`src/rtl/arm_if_pkg.sv`:
```
// Shared definitions for the instruction-fetch stage.
package arm_if_pkg;

  localparam int WORD_W = 32;

  // AL-condition AND r0,r0,r0: the bubble word latched by IF/ID when no fetch is ready.
  localparam logic [WORD_W-1:0] NOP_INSTR = 32'hE000_0000;

  typedef enum logic [1:0] {
    ISSUE = 2'd0,
    WAIT  = 2'd1,
    HOLD  = 2'd2,
    KILL  = 2'd3
  } fetch_state_e;

endpackage

```
`src/rtl/if_fetch_unit.sv`:
```
// Instruction-fetch stage: program counter, single-outstanding imem request and
// a one-word buffer presenting PC_out / instruction_out to the IF/ID register.
//
// state | meaning
// ------+---------------------------------------------------------------
// ISSUE | request pc this cycle unless stalled or redirected
// WAIT  | one request outstanding, response will be buffered
// HOLD  | buffered word presented (if_valid=1) until IF/ID takes it
// KILL  | one stale request outstanding, its response is discarded
module if_fetch_unit #(
  parameter logic [31:0] RESET_PC  = 32'h0000_0000,
  parameter logic [31:0] NOP_INSTR = arm_if_pkg::NOP_INSTR
) (
  input  logic        clk,
  input  logic        rst,
  input  logic        freeze,
  input  logic        mem_freeze,
  input  logic        branch_taken,
  input  logic [31:0] branch_addr,
  output logic        imem_req,
  output logic [31:0] imem_addr,
  input  logic        imem_ready,
  input  logic [31:0] imem_rdata,
  output logic [31:0] PC_out,
  output logic [31:0] instruction_out,
  output logic        if_valid
);

  import arm_if_pkg::*;

  fetch_state_e      state_q, state_d;
  logic [WORD_W-1:0] pc_q, pc_d;
  logic [WORD_W-1:0] buf_q, buf_d;
  logic              valid_q, valid_d;
  logic              redirect;

  // A cache stall freezes the whole pipe, so it masks a branch redirect.
  assign redirect = branch_taken & ~mem_freeze;

  // State, pc and buffer registers with synchronous reset.
  always_ff @(posedge clk) begin
    if (rst) begin
      state_q <= ISSUE;
      pc_q    <= RESET_PC;
      buf_q   <= NOP_INSTR;
      valid_q <= 1'b0;
    end else begin
      state_q <= state_d;
      pc_q    <= pc_d;
      buf_q   <= buf_d;
      valid_q <= valid_d;
    end
  end

  // Next-state, pc update and response capture.
  always_comb begin
    state_d = state_q;
    pc_d    = pc_q;
    buf_d   = buf_q;
    valid_d = valid_q;
    unique case (state_q)
      ISSUE: begin
        if (!mem_freeze) begin
          if (branch_taken) begin
            pc_d = branch_addr;
          end else begin
            state_d = WAIT;
          end
        end
      end
      WAIT: begin
        // Responses are accepted even under stall; only a redirect drops them.
        if (imem_ready && redirect) begin
          pc_d    = branch_addr;
          state_d = ISSUE;
        end else if (imem_ready) begin
          buf_d   = imem_rdata;
          valid_d = 1'b1;
          state_d = HOLD;
        end else if (redirect) begin
          pc_d    = branch_addr;
          state_d = KILL;
        end
      end
      HOLD: begin
        if (redirect) begin
          pc_d    = branch_addr;
          valid_d = 1'b0;
          state_d = ISSUE;
        end else if (!mem_freeze && !freeze) begin
          pc_d    = pc_q + 32'd4;
          valid_d = 1'b0;
          state_d = ISSUE;
        end
      end
      KILL: begin
        // Still exactly one response outstanding, even after a second redirect.
        if (redirect) begin
          pc_d = branch_addr;
        end
        if (imem_ready) begin
          state_d = ISSUE;
        end
      end
      default: begin
        state_d = ISSUE;
      end
    endcase
  end

  // Outputs come from registers; no rdata bypass. rst forces the bubble immediately.
  assign imem_req        = ~rst & (state_q == ISSUE) & ~mem_freeze & ~branch_taken;
  assign imem_addr       = pc_q;
  assign if_valid        = ~rst & valid_q;
  assign PC_out          = if_valid ? (pc_q + 32'd4) : 32'd0;
  assign instruction_out = if_valid ? buf_q : NOP_INSTR;

  // A response with nothing outstanding means the memory broke the one-request rule.
  a_no_orphan_response : assert property (
    @(posedge clk) disable iff (rst)
      !(imem_ready && ((state_q == ISSUE) || (state_q == HOLD)))
  );

endmodule

```
`config.mk`:
```
export PLATFORM = sky130hd
export DESIGN_NAME = if_fetch_unit
export DESIGN_NICKNAME = d
export VERILOG_FILES = /design/src/rtl/arm_if_pkg.sv /design/src/rtl/if_fetch_unit.sv
export SDC_FILE = /design/constraint.sdc
export NUM_CORES = 1
export LEC_CHECK = 0
export CORE_MARGIN = 2
export CORE_UTILIZATION = 48
export CTS_BUF_LIST = sky130_fd_sc_hd__clkbuf_4 sky130_fd_sc_hd__clkbuf_8
export CTS_CLUSTER_DIAMETER = 120
export CTS_CLUSTER_SIZE = 14
export DETAILED_ROUTE_END_ITERATION = 10
export GPL_TIMING_DRIVEN = 1
export PLACE_DENSITY = 0.95
export SETUP_SLACK_MARGIN = 0.05
export SYNTH_ARGS = -nofsm -noshare
export SYNTH_HDL_FRONTEND = slang
export SYNTH_SLANG_ARGS = --single-unit
```
`constraint.sdc`:
```
create_clock -name clk -period 3.42 [get_ports clk]
set_input_delay 0.342 -clock clk [delete_from_list [all_inputs] [get_ports clk]]
set_output_delay 0.342 -clock clk [all_outputs]
set_load 0.005 [all_outputs]
```
# Word-level counts from Yosys, hierarchy flattened

Index checks and enable logic that the tools add are counted.

Logic and storage cells: 60
Input bits: 70
Output and inout bits: 98
Flip-flop bits (word level): 67

Equality and inequality tests: 12
Bitwise logic cells: 9
Reductions and logical operators: 10
Add/sub/neg operators: 1
Muxes and demuxes: 24

Operators with widths:

| kind                    | number |
|---|---|
| $mux W32                | 9 |
| $pmux W32 S4            | 1 |
| $add A32 B3 Y32 const B | 1 |
| $mux W2                 | 8 |
| $ne A2 B2 Y1 const B    | 6 |
| $pmux W2 S4             | 1 |
| $reduce_and A4 Y1       | 2 |
| $ne A3 B3 Y1 const B    | 2 |
| $and A1 B1 Y1           | 5 |
| $reduce_and A5 Y1       | 1 |
| $eq A2 B2 Y1 const B    | 2 |
| $mux W1                 | 4 |
| $ne A4 B4 Y1 const B    | 1 |
| $not A1 Y1              | 4 |
| $reduce_and A3 Y1       | 1 |
| $eq A2 B1 Y1 const B    | 1 |
| $logic_and A1 B1 Y1     | 2 |
| $logic_not A1 Y1        | 2 |
| $logic_not A2 Y1        | 1 |
| $pmux W1 S2             | 1 |
| $reduce_bool A2 Y1      | 1 |

# Depth between registers and ports, before layout

Gate-level depths: netlist of run 1.

Depth after elaboration: 6
Gate-level depth with buffers: 8
Gate-level depth less buffers: 6

# Least setup slack after synthesis of run 1

OpenSTA, ideal clock, no wires.

Kind: flip-flop to output port
From: register pc_q[2] (netlist: imem_addr[2])
To: output port PC_out[18]
Data required time: 3.078 ns
Stages on the path, launching flop included: 6
Path buffers: 0
Arrival: 1.637 ns
Setup slack: 1.441 ns
Cell sequence: dfxtp_1 -> ha_1 -> nand3_1 -> or3_1 -> or3_1 -> a21oi_1

Word-level cells in the longest chain between the ends: 2

RTL lines:

| item                   | RTL line             | source |
|---|---|---|
| start, declared        | if_fetch_unit.sv:32  | `logic [WORD_W-1:0] pc_q, pc_d;` |
| start signal, assigned | if_fetch_unit.sv:49  | `pc_q <= pc_d;` |
| $add A32 B3 Y32        | if_fetch_unit.sv:115 | `assign PC_out = if_valid ? (pc_q + 32'd4) : 32'd0;` |
| $mux W32               | if_fetch_unit.sv:115 |  |
| end, declared          | if_fetch_unit.sv:24  | `output logic [31:0] PC_out,` |

No other way between the ends.

# Worst setup path after layout of run 1

Same ends and word-level chain as after synthesis.

==> impl_metrics.csv, run 1 <==
group,metric,value,unit
outcome,status,"completed",
sta,setup_tns,0,ps
cts,insertion_delay,350,ps
place,place.gp.congestion,0.9249,
die,die_area,0.009276,mm^2
global_route,grtUsageMet1,0.3832,
detailed_routing,viasPerCell,5.858,
yosys,synthesis.nets,635,
setup_path,cp-start-kind,"flop",
yosys,yosysSeqAreaShare,0.3279,
global_route,grt_pass1_vias,4442,
die,core_area,0.008258,mm^2
sta,tightest_slew,1160,ps
cts,hold_buffers,0,
yosys,avgSynthCellArea,7.252,um^2
global_route,met3_usage,0.04777,
detailed_routing,wirelength,14350,um
hold_path,hold_depth,2,
yosys,yosys_warnings,0,
yosys,synthFlopType,"dfxtp_1",
sta,fin_hold_ws,453.7,ps
hold_path,min-delay-start,"buf_q[19]",
cts,ctsResizeCount,0,
place,place_inst,807,
global_route,grt_max_degree,58,
global_route,grt_usage,0.3032,
cts,cts_tree,"yes",
cts,clk_pin_slew,70,ps
sta,drv_slew,0,
sta,finalSetupViolCount,0,
detailed_routing,detail-route-antenna-nets,0,
detailed_routing,drc_errors,0,
global_route,grt_pass1_wl,21850,um
yosys,netlist_area,0.004090,mm^2
sta,fin_crit_sh,0.9176,
cts,h-tree-depth,3,
setup_path,end_kind,"output port",
detailed_routing,drt-wirelength-per-cell,17.43,um
cts,cts.path.max_buffers,2,
power_and_ir_drop,power.share.sequential,0.461,
power_and_ir_drop,vdd_drop_max,0.1999,mV
cts,cts.sinks,67,
run,drv_cap,0,
global_route,busiest_layer,"met2",
die,fp.dieW,96.31,um
layout,diodes,0,
global_route,antenna_found_initial,0,
detailed_routing,num_vias,4821,
power_and_ir_drop,p_leak,2.081,nW
layout,nNetsFinal,784,
power_and_ir_drop,power_frac_clock,0.356,
power_and_ir_drop,finalPower,1.877,mW
place,numPortBuffers,167,
setup_path,reg2regPathDepth,4,
yosys,ys_ff_latch,67,
detailed_routing,dr.first_iter.drc_count,314,
cts,postCtsSetupRepairBufs,0,
yosys,netlist-cell-type-count,62,
sta,hold_viol,0,
setup_path,crit_path_max_fanout,7,
place,hpwlAfterDp,10350,um
setup_path,crit_required,3080,ps
sta,rsz0062_at_grt,"no",
setup_path,worstSetupPathType,"reg2out",
layout,final_cells,823,
global_route,grt_overflow_total,0,
sta,finClkSkew,13.69,ps
power_and_ir_drop,powerDensity,312.3,mW/mm^2
die,die_h,96.31,um
power_and_ir_drop,p_int,1.345,mW
die,start_util,0.4953,
sta,fin_crit,3138,ps
sta,post-route-worst-setup-slack,281.9,ps
hold_path,min_path_type,"reg2reg",
global_route,use_met2,0.4896,
yosys,synthArstFlopShare,0,
place,place_ws,553.4,ps
power_and_ir_drop,swShare,0.2837,
setup_path,crit_arrival,2800,ps
die,pin_count,168,
layout,syn_to_final_growth,46.99,%
setup_path,r2r-start,"state_q[1]",
cts,cts_root_buf,"clkbuf_8",
setup_path,reg2reg_to,"imem_addr[21]",
power_and_ir_drop,power.switching,0.5326,mW
yosys,synth-edff-count,0,
setup_path,rrSetupSlack,960,ps
cts,cts_inserted_buffers,9,
detailed_routing,first_pass_iters,4,
die,row_count,33,
sta,slew-limit-headroom,0.2240,
layout,drive_above_1_share,0.05850,
hold_path,whs_endpoint,"buf_q[19]",
sta,timing.fmax,318.7,MHz
yosys,synthCells,564,
power_and_ir_drop,pwr-share-comb,0.183,
critical path, stage by stage (launching register included):
cell,delay (ps)
dfxtp_1,500
ha_1,260
nand3_1,190
or3_1,420
or3_1,370
a21oi_1,180
clkdlybuf4s50_1,520
layout by cell type (no fill, tap or decap), types with 3 or more instances in the layout:
cell / count
and2_1: 36
or3_1: 6
xor2_1: 10
clkdlybuf4s50_1: 166
nand4_1: 9
nor3_1: 7
nand2_1: 99
a221oi_1: 3
a21oi_1: 57
buf_4: 13
and4_1: 4
and3_1: 11
a31oi_1: 5
inv_1: 11
o22ai_1: 3
a22oi_1: 9
o31ai_1: 4
clkbuf_8: 9
nand3_1: 17
nor2b_1: 4
o21ai_0: 17
xnor2_1: 16
dfxtp_1: 67
a211oi_1: 7
nor2_1: 56
a2111oi_0: 3
o41ai_1: 3
or4_1: 4
o221a_2: 4
nand2b_1: 8
layer usage:
metal	vias up	wire length, um
li1	2279	-
met1	2205	5461
met2	288	6999
met3	49	1319
met4	0	567
met5	-	0
Yosys cell counts (all sizes together) (5+ instances only):
master | number | area share
and3 | 11 | 0.017
or3 | 6 | 0.0092
and2 | 36 | 0.055
a211oi | 7 | 0.013
a21oi | 57 | 0.070
buf | 11 | 0.013
nand3 | 19 | 0.028
nand4 | 11 | 0.020
a31oi | 5 | 0.0076
o221a | 5 | 0.014
nor3 | 8 | 0.013
clkbuf | 31 | 0.028
inv | 11 | 0.010
nor2 | 57 | 0.052
xnor2 | 16 | 0.034
o21ai | 19 | 0.023
a22oi | 9 | 0.017
dfxtp | 67 | 0.33
xor2 | 10 | 0.021
nand2 | 99 | 0.091
nand2b | 8 | 0.012
metrics by stage:
step           area (um^2)    util
2_1_floorplan         4090       -
3_3_place_gp          5817  0.7044
3_5_place_dp          5817  0.7044
4_1_cts               6012  0.7280
5_1_grt               6012  0.7280
6_report              6012  0.7280
power by group through the flow:
stage | registers [mW] | logic, mW | clock network, mW
after CTS | 0.865 | 0.339 | 0.676
after floorplan | 0.866 | 0.164 | 0
after detailed placement | 0.883 | 0.337 | 0
after global placement | 0.880 | 0.330 | 0
final | 0.866 | 0.343 | 0.668
after global routing | 0.872 | 0.371 | 0.707
sequential cells by signal, summed over array words and instances, names as in the netlist:
| name | cells |
|---|---|
| valid_q | 1 |
| imem_addr | 32 |
| buf_q | 32 |
| state_q | 2 |
worst max-delay path by stage:
stage                  from             to  slack [ps]  cells past startpoint
5_1_grt        imem_addr[2]     PC_out[18]         140                      6
3_3_place_gp   imem_addr[2]     PC_out[18]         710                      6
2_1_floorplan  imem_addr[2]     PC_out[18]        1440                      5
6_report       imem_addr[2]     PC_out[18]         280                      6
3_5_place_dp   branch_taken  imem_addr[19]         550                      5
4_1_cts        imem_addr[2]     PC_out[18]         280                      6
cell type report:
cell class              instances  area, um^2
multi-input cells             443        2535
fillers                       663        2246
repair buffers                180        1764
flip-flops and latches         67        1341
clock buffers                  10       131.4
well taps                     105       131.4
clock inverters                 6       63.81
inverters                      12       45.04
kinds of logic (layout without fill, tap and decap cells):
| family | after synthesis | after routing | synth area share |
|---|---|---|---|
| adders and majority gates | 1 | 1 | 0.003059 |
| muxes | 2 | 2 | 0.004895 |
| and+or+nand+nor | 275 | 275 | 0.3344 |
| AOI/OAI and AO/OA | 139 | 139 | 0.2212 |
| DFF | 67 | 67 | 0.3279 |
| xor gates and xnor gates | 26 | 26 | 0.05567 |
| buffers and inverters | 54 | 208 | 0.05292 |
Power figures use the tool's default switching activity.
==> inputs of run 2 (changes only) <==
--- a/config.mk
+++ b/config.mk
@@ -13,6 +13,7 @@
 export DETAILED_ROUTE_END_ITERATION = 10
 export GPL_TIMING_DRIVEN = 1
 export PLACE_DENSITY = 0.95
+export REMOVE_ABC_BUFFERS = 1
 export SETUP_SLACK_MARGIN = 0.05
 export SYNTH_ARGS = -nofsm -noshare
 export SYNTH_HDL_FRONTEND = slang
==> run 2 against run 1 <==
Net effect:
- design area grew 0.62%
- total power grew 3.7%
- hold slack lost 4.7 ps
- critical path depth is the same
- global-route usage shrank 0.43 points
- critical endpoint is now PC_out[29]
- clock skew grew 0.95 ps
- highest routed layer unchanged
- register-to-register slack gained 20 ps
- cell count shrank 0.12%
- core utilization grew 0.45 points
- sequential share of layout area shrank 0.14 points
==> impl_metrics.csv, run 2 (synthesized netlist as in run 1, its figures left out) <==
group,metric,value,unit
setup_path,end_kind,"output port",
sta,finClkSkew,14.63,ps
cts,insertion_delay,350,ps
detailed_routing,dr.first_iter.drc_count,446,
cts,cts_tree,"yes",
die,pin_count,168,
cts,h-tree-depth,3,
global_route,grt_overflow_total,0,
cts,hold_buffers,0,
sta,hold_viol,0,
place,dpl_cell_area,0.005822,mm^2
hold_path,min_path_type,"reg2reg",
detailed_routing,drc_errors,0,
sta,slew-limit-headroom,0.4089,
cts,cts_inserted_buffers,9,
cts,clk_pin_slew,80,ps
detailed_routing,detail-route-antenna-nets,0,
cts,ctsResizeCount,0,
layout,fin_area,0.006050,mm^2
power_and_ir_drop,finalPower,1.946,mW
global_route,grt_usage,0.2989,
outcome,status,"completed",
layout,drive_above_1_share,0.05718,
sta,fin_crit,3113,ps
place,hpwlAfterDp,10210,um
setup_path,crit_path_max_fanout,10,
cts,cts_root_buf,"clkbuf_8",
global_route,grt_pass1_wl,21650,um
setup_path,crit_arrival,2770,ps
cts,cts.sinks,67,
detailed_routing,num_vias,4831,
detailed_routing,first_pass_iters,5,
power_and_ir_drop,powerDensity,321.7,mW/mm^2
sta,setup_tns,0,ps
layout,diodes,0,
power_and_ir_drop,vdd_drop_max,0.2431,mV
die,fp.dieW,96.31,um
sta,tightest_slew,877.4,ps
layout,syn_to_final_growth,47.90,%
cts,cts.path.max_buffers,2,
sta,rsz0062_at_grt,"no",
global_route,grt_max_degree,58,
detailed_routing,wirelength,14220,um
layout,nNetsFinal,783,
die,die_area,0.009276,mm^2
setup_path,cp-start-kind,"flop",
setup_path,worstSetupPathType,"reg2out",
global_route,antenna_found_initial,0,
place,numPortBuffers,167,
die,die_h,96.31,um
sta,fin_crit_sh,0.9103,
detailed_routing,drt-wirelength-per-cell,17.29,um
die,start_util,0.4953,
power_and_ir_drop,p_leak,2.113,nW
setup_path,crit_required,3080,ps
die,row_count,33,
die,core_area,0.008258,mm^2
sta,drv_slew,0,
run,drv_cap,0,
layout,fin_util,0.7326,
layout,fillCellCount,623,
layout,final_common_cell,"clkdlybuf4s50_1",
global_route,grt_pass1_vias,4459,
cts,postCtsSetupRepairBufs,0,
layout,most-common-layout-cells,"clkdlybuf4s50_1, nand2_1, dfxtp_1",
detailed_routing,viasPerCell,5.877,
place,place.gp.congestion,0.9484,
sta,timing.fmax,321.2,MHz
sta,finalSetupViolCount,0,
[run 2: path summary, 6_finish.rpt]
| kind | from | end | slack [ps] | cells after the start |
|---|---|---|---|---|
| max | imem_addr[13] | PC_out[29] | 310 | 6 |
| min | buf_q[20] | buf_q[20] | 450 | 2 |
| max reg2reg | state_q[0] | imem_addr[29] | 980 | 4 |
| min reg2reg | buf_q[20] | buf_q[20] | 450 | 2 |
[run 2: power breakdown]
part	switching, mW	total, mW	internal (mW)
Clock	0.316	0.736	0.420
Combinational	0.158	0.343	0.185
Sequential	0.0535	0.868	0.814
[run 2: layout make-up]
cell class,instances,area [um^2],share of cell area
repair buffers,179,1769,0.2925
inverters,12,45.04,0.007446
flip-flops and latches,67,1341,0.2217
well taps,105,131.4,0.02172
clock buffers,10,131.4,0.02172
clock inverters,6,90.09,0.01489
multi-input cells,443,2541,0.4201
[run 2: critical path: stages (launching register included)]
cell and delay [ps]:
dfxtp_1 520, nand4_2 230, nor3b_4 500, nand3_4 180, or3_1 340, a21oi_1 140
clkdlybuf4s50_1 510
[run 2: per-layer routing]
metal	wire length, um	track usage
met5	0	0
met4	490	0.1444
met3	1700	0.07753
met2	6659	0.4878
met1	5364	0.3650
[run 2: through the flow]
step	setup WS [ps]	hold slack (ps)	instances
floorplan	977.3	411.1	522
global placement	684.2	437.5	806
detailed placement	576.9	443.9	806
CTS	186.6	454.0	822
global route	124.8	476.7	822
finish	306.9	449.0	822
